**src/rtl/aes_byte_host.sv**
```systemverilog
// aes_byte_host: host-side driver/collector for the byte-serial AES-128 core.
// Takes a 128-bit key and plaintext on a valid/ready handshake and streams
// them into the core one byte per cycle. It then waits for the core's ready,
// gathers the 16 ciphertext bytes and holds the 128-bit result until
// downstream accepts it. It also owns the core's synchronous active-high reset.
module aes_byte_host #(
  parameter int unsigned TIMEOUT_CYCLES = 255
) (
  input  logic         clk,
  input  logic         rst,
  input  logic         in_valid,
  output logic         in_ready,
  input  logic [127:0] in_key,
  input  logic [127:0] in_block,
  output logic         out_valid,
  input  logic         out_ready,
  output logic [127:0] out_block,
  output logic         err,
  output logic         core_rst_o,
  output logic         enable_o,
  output logic [7:0]   key_byte_o,
  output logic [7:0]   state_byte_o,
  input  logic         ready_i,
  input  logic [7:0]   state_out_byte_i
);

  localparam int TW = (TIMEOUT_CYCLES < 2) ? 1 : $clog2(TIMEOUT_CYCLES + 1);
  // Last WAIT count before the abort; the edge that would reach TIMEOUT_CYCLES aborts.
  localparam logic [TW-1:0] TCNT_LAST = TW'(TIMEOUT_CYCLES - 1);

  typedef enum logic [2:0] {
    S_IDLE,
    S_LOAD,
    S_WAIT,
    S_COLLECT,
    S_DONE,
    S_ABORT
  } state_t;

  state_t        r_state;
  logic [127:0]  r_key;
  logic [127:0]  r_block;
  logic [127:0]  r_collect;
  logic [4:0]    r_cnt;
  logic [TW-1:0] r_tcnt;

  // Byte k of a 128-bit word, byte 0 being the most significant.
  function automatic logic [7:0] byte_of(input logic [127:0] v, input logic [3:0] idx);
    return v[8*(15 - int'(idx)) +: 8];
  endfunction

  // Control FSM with all outputs registered; byte lanes are driven directly from here.
  always_ff @(posedge clk or negedge rst) begin
    if (!rst) begin
      r_state      <= S_IDLE;
      in_ready     <= 1'b0;
      out_valid    <= 1'b0;
      out_block    <= '0;
      err          <= 1'b0;
      core_rst_o   <= 1'b1;
      enable_o     <= 1'b0;
      key_byte_o   <= '0;
      state_byte_o <= '0;
      // NOTE: the data registers are cleared too; they are few, and a known
      // value after reset keeps partial results from a previous run invisible.
      r_key        <= '0;
      r_block      <= '0;
      r_collect    <= '0;
      r_cnt        <= '0;
      r_tcnt       <= '0;
    end else begin
      // NOTE: a non-blocking default here is overridden by any later
      // non-blocking assignment in the same pass, which makes err a pulse.
      err <= 1'b0;
      case (r_state)
        S_IDLE: begin
          if (core_rst_o) begin
            core_rst_o <= 1'b0;
          end else if (!in_ready) begin
            in_ready <= 1'b1;
          end else if (in_valid) begin
            r_key        <= in_key;
            r_block      <= in_block;
            in_ready     <= 1'b0;
            enable_o     <= 1'b1;
            r_cnt        <= '0;
            key_byte_o   <= in_key[127:120];
            state_byte_o <= in_block[127:120];
            r_state      <= S_LOAD;
          end
        end

        S_LOAD: begin
          // Byte k is presented after edge A+1+k and sampled by the core at A+2+k.
          if (r_cnt == 5'd16) begin
            key_byte_o   <= '0;
            state_byte_o <= '0;
            r_tcnt       <= '0;
            r_state      <= S_WAIT;
          end else begin
            key_byte_o   <= byte_of(r_key, r_cnt[3:0]);
            state_byte_o <= byte_of(r_block, r_cnt[3:0]);
            r_cnt        <= r_cnt + 5'd1;
          end
        end

        S_WAIT: begin
          if (ready_i) begin
            r_cnt   <= '0;
            r_tcnt  <= '0;
            r_state <= S_COLLECT;
          end else if (r_tcnt >= TCNT_LAST) begin
            r_tcnt     <= '0;
            enable_o   <= 1'b0;
            core_rst_o <= 1'b1;
            err        <= 1'b1;
            r_state    <= S_ABORT;
          end else begin
            r_tcnt <= r_tcnt + TW'(1);
          end
        end

        S_COLLECT: begin
          r_collect <= {r_collect[119:0], state_out_byte_i};
          r_cnt     <= r_cnt + 5'd1;
          if (r_cnt == 5'd15) begin
            out_block <= {r_collect[119:0], state_out_byte_i};
            out_valid <= 1'b1;
            enable_o  <= 1'b0;
            r_state   <= S_DONE;
          end
        end

        S_DONE: begin
          if (out_ready) begin
            out_valid <= 1'b0;
            in_ready  <= 1'b1;
            r_state   <= S_IDLE;
          end
        end

        S_ABORT: begin
          core_rst_o <= 1'b0;
          in_ready   <= 1'b1;
          r_state    <= S_IDLE;
        end

        default: r_state <= S_IDLE;
      endcase
    end
  end

endmodule
```
**config.mk**
```make
export PLATFORM = sky130hd
export DESIGN_NAME = aes_byte_host
export DESIGN_NICKNAME = d
export VERILOG_FILES = /design/src/rtl/aes_byte_host.sv
export SDC_FILE = /design/constraint.sdc
export NUM_CORES = 1
export LEC_CHECK = 0
export BUFFER_PORTS_ARGS = -buffer_cell sky130_fd_sc_hd__buf_2
export CORE_MARGIN = 5
export CORE_UTILIZATION = 45
export CTS_BUF_LIST = sky130_fd_sc_hd__clkbuf_4 sky130_fd_sc_hd__clkbuf_8
export CTS_CLUSTER_DIAMETER = 60
export DETAILED_ROUTE_END_ITERATION = 16
export HOLD_SLACK_MARGIN = 0.1
export PLACE_DENSITY_LB_ADDON = 0.05
export SYNTH_ARGS = -nofsm -noshare
export SYNTH_HDL_FRONTEND = slang
export SYNTH_SLANG_ARGS = --single-unit
```
**constraint.sdc**
```tcl
create_clock -name clk -period 3.6 [get_ports clk]
set_input_delay 0.18 -clock clk [delete_from_list [all_inputs] [get_ports clk]]
set_output_delay 0.18 -clock clk [all_outputs]
set_load 0.005 [all_outputs]
```
# Yosys cells after proc, flatten, opt, wreduce, memory -nomap -nowiden
# Cells that the tools add are included.
# totals
inputBits	269
reg_bits	541
out_inout_bits	149
elab_cells	108
# classes
n_mux	50
magnitude_cmp	1
n_reduce_logical	19
shifts	2
n_eq_ne	18
n_addsub	3
n_bitwise	1
# ops
cell	count
128-bit by 8-bit variable part select with 8-bit output	2
8-bit 2-to-1 mux	11
8-bit case mux with 2 select lines	3
5-bit 2-to-1 mux	5
3-bit 2-to-1 mux	8
2-bit != test (second input constant)	10
5-bit case mux with 4 select lines	1
1-bit 2-to-1 mux	17
3-bit case mux with 5 select lines	1
7-bit AND reduction	2
3-bit AND reduction	3
8-bit by 1-bit adder with 8-bit output (second input constant)	1
8-bit >= comparator (second input constant)	1
4-bit AND reduction	2
2-bit nonzero test	4
3-bit by 2-bit equality test with 1-bit output (second input constant)	2
3-bit equality test (second input constant)	2
1-bit case mux with 3 select lines	2
6-bit AND reduction	1
3-bit nonzero test	2
5-bit by 1-bit adder with 5-bit output (second input constant)	1
5-bit by 4-bit equality test with 1-bit output (second input constant)	1
5-bit equality test (second input constant)	1
4-bit by 4-bit subtractor with 5-bit output (first input constant)	1
8 further kinds	10

# Depth between registers and ports, before layout
# depth
depth_word	4
depth_mapped	11
mapped_depth_nobuf	7

# Worst setup path before layout
# No wires, ideal clock.
# synth_timing
kind	register to register
startpoint	register r_cnt[1]
endpoint	register r_cnt[4]
path_buffers	4
synth_period_minus_slack_ps	2659
t_required_ps	3475
slack_ps	941
arrival_ps	2534
setup_ps	125
path_stages_with_launch	11
path_cell_list	dfrtp_1 > buf_2 > buf_4 > inv_1 > buf_2 > buf_2 > ha_1 > and4bb_2 > and2_1 > nor3_1 > mux2_2
# synth_between
elab_chain_len	3
elab_cells_between_ends	6
cone_classes	add/sub (1); eq/ne (2); mux (2); reduce/logical (1)
# synth_rtl
element	line	source
start, declared	44	logic [4:0] r_cnt;
start signal, assigned	103	r_cnt <= r_cnt + 5'd1;
start signal, assigned	125	r_cnt <= r_cnt + 5'd1;
5-bit by 1-bit adder with 5-bit output or 5-bit equality test (tied branches)	103, 125, 95	
5-bit 2-to-1 mux or 2-bit != test (tied branches)	--	
5-bit case mux with 4 select lines or 6-bit AND reduction (tied branches)	--	
# Parallel ways exist; a longest one is shown, timed or not. The select of a mux whose other input is x is not followed.
# A chain may end at the register's enable or synchronous reset.

# Final worst setup path
# layout_timing
startpoint	register r_cnt[0]
endpoint	register out_block[104]
# layout_between
elab_chain_len	2
# layout_rtl
element	line	source
5-bit by 4-bit equality test with 1-bit output	126	if (r_cnt == 5'd15) begin
2-bit AND reduction (no line)	--	
end signal, assigned	127	out_block <= {r_collect[119:0], state_out_byte_i};
end, declared	17	output logic [127:0] out_block,
# Every way passes these cells.

==> flow_summary.json <==
{
  "status": "completed",
  "synth_area_um2": 22900,
  "grt_pass1_vias": 18100,
  "cp_slowest_cell": "dfrtp_2",
  "nets": 2910,
  "crit_buf_inv": 1,
  "reg2reg_from": "r_cnt[0]",
  "relSlewSlack_pct": 39.1,
  "place_hpwl_um": 42600,
  "start_util_pct": 45.6,
  "crit_path_end_kind": "register",
  "drv_slew": 0,
  "post-route-util_pct": 60.0,
  "arrival_ns": 3.22,
  "final_hold_viol_count": 0,
  "rows": 82,
  "mostFrequentLayoutCells": "nand2_1, dfrtp_1, buf_2",
  "vias": 17100,
  "critPathMaxStageDelay_ns": 0.74,
  "min_period_ns": 2.69,
  "rsz0062_at_grt": "false",
  "min_path_type": "primary input to asynchronous set/reset pin",
  "yosys_warnings": 0,
  "period_share_pct": 74.6,
  "finalSetupViolations": 0,
  "fmax_mhz": 372,
  "antenna_found_initial": 4,
  "syn2layout_area_growth_pct": 31.5,
  "layout_commonest_cell": "nand2_1",
  "syn_nets": 2212,
  "clockRootBuffer": "clkbuf_8",
  "fillerInstances": 4152,
  "worstSkewPairLatency_ns": 0.67,
  "worst-path-max-fanout": 37,
  "ctsResizeCount": 0,
  "die-area_um2": 55600,
  "remaining_drc_errors": 0,
  "io_pins": 418,
  "clk_pin_slew_worst_paths_ns": 0.07,
  "max_slew.worst_pin.slew_ns": 0.914,
  "numCtsBuffers": 92,
  "path_class": "register to register",
  "cts_sinks": 541,
  "drive_above_1_share_pct": 34.9,
  "avgSynthCellArea_um2": 11.8,
  "ant_nets": 0,
  "drt-initial-drc-count": 1085,
  "grt_max_degree": 114,
  "die_w_um": 236,
  "async_flop_share_pct": 100,
  "cp_common_cell": "ha_1",
  "port_buffers": 417,
  "ctsHoldBuffers": 268,
  "synth_edf_count": 0,
  "grt_pass1_wl_um": 103000,
  "grt_remaining_overflow": 0,
  "gp_congestion": 0.832,
  "multiInputGateArea_um2": 8550,
  "synth_ff_type": "dfrtp_1",
  "synthCells": 1938,
  "cts_buffer_depth": 3,
  "synth.distinct_cells": 58,
  "post_cts_buffers": 0,
  "grt_util_all_layers_pct": 23.2,
  "regArea_um2": 13500,
  "yosysSeqAreaShare_pct": 59.0,
  "setup.worst_path.start": "r_cnt[0]",
  "cts_tree": "done",
  "drt_wl_total_um": 64900,
  "setup_tns_ns": 0,
  "start_kind": "register",
  "cp_cell_sequence": "ha_1 > and3_1 > ha_1 > nand3_4 > buf_12 > mux2_2",
  "via_per_inst": 5.06,
  "skew_ns": 0.0328,
  "drtPass1Iterations": 5,
  "wl_per_cell_um": 19.2,
  "critPathTopFamily": "flip-flops",
  "cts_htree_levels": 3,
  "ys_ff_latch": 541,
  "crit_required_ns": 4.13,
  "ir_drop_uv": 348,
  "leakage_uw": 0.0160,
  "core_um2": 50300,
  "power.density_nw_per_um2": 658,
  "drv_cap": 0,
  "fp.dieH_um": 236
}
## registers in the layout (all words and copies together) (netlist names)
name          cells
err               1
r_state           3
r_tcnt            8
key_byte_o        8
r_key           128
out_block       128
enable_o          1
r_cnt             5
state_byte_o      8
r_collect       120
r_block         128
out_valid         1
in_ready          1
core_rst_o        1
## metal layers
metal / global-route usage [%] / routed length [um]
met1: 32.4 / 28800
met2: 35.4 / 29700
met3: 6.26 / 4270
met4: 8.00 / 2130
met5: 0 / 27
## power by group
part           leakage (uW)  switching (uW)  internal (uW)
Combinational       0.00782            2950           2480
Sequential          0.00708             972           7630
Clock               0.00107            2480           3330
Total                0.0160            6400          13400
## through the flow
stage / worst slack (ns) / area, um2 / power (uW) / cells / hold WS (ns)
after floorplan: 0.941 / 22900 / 12300 / 1938 / -0.116
after global placement: 0.983 / 25500 / 13800 / 2946 / 0.299
after detailed placement: 0.931 / 25500 / 13900 / 2946 / 0.307
after CTS: 0.893 / 30200 / 20100 / 3381 / 0.157
after global routing: 0.753 / 30200 / 21100 / 3381 / 0.167
final: 0.914 / 30200 / 19800 / 3383 / 0.132
## path summary, 6_finish.rpt
path	endpoint	slack (ns)	depth (start not counted)
worst max-delay path	out_block[104]	0.91	6
worst min-delay path	r_key[100]	0.13	2
worst max register to register	out_block[104]	0.91	6
worst min register to register	r_block[8]	0.47	2
max in group asynchronous	r_collect[56]	2.33	3
min in group clk	r_block[11]	0.23	4
## cell type report
class / instances / share of cell area [%]
diodes: 2 / 0.0166
clock buffers: 153 / 6.32
clock inverters: 14 / 0.274
inverters: 7 / 0.0871
multi-input cells: 1275 / 28.4
flip-flops and latches: 541 / 44.9
well taps: 672 / 2.79
repair buffers: 719 / 17.3
## cells in the mapped netlist (3+ instances only)
library cell,instances,area (um2)
buf_6,41,462
mux4_1,11,289
o211ai_1,5,37.5
and2_1,3,18.8
dfrtp_1,540,13500
nand3_1,4,20.0
a21oi_1,10,50.1
mux2i_1,26,260
clkbuf_1,12,45.0
and3_1,3,18.8
mux2_2,265,2980
o21ai_0,21,105
a222oi_1,14,140
nand3b_1,4,30.0
or3_1,4,25.0
mux4_2,46,1040
nor2_1,10,37.5
nor3_1,3,15.0
buf_4,18,135
nor2b_1,5,31.3
buf_2,42,210
ha_1,5,62.6
a221oi_1,8,70.1
nand2_1,788,2960
inv_1,6,22.5
## cells by family (layout without fill, tap and decap cells)
logic type / count (synthesis) / count (layout) / share of synthesized area, %
and+or+nand+nor: 845 / 845 / 14.5
DFF: 541 / 541 / 59.0
muxes: 348 / 348 / 19.9
buffers and inverters: 122 / 893 / 3.86
AOI/OAI and AO/OA: 77 / 77 / 2.42
adders and majority gates: 5 / 5 / 0.273
other: 0 / 2 / 0
Note: power is estimated with default switching activity, not from simulation.
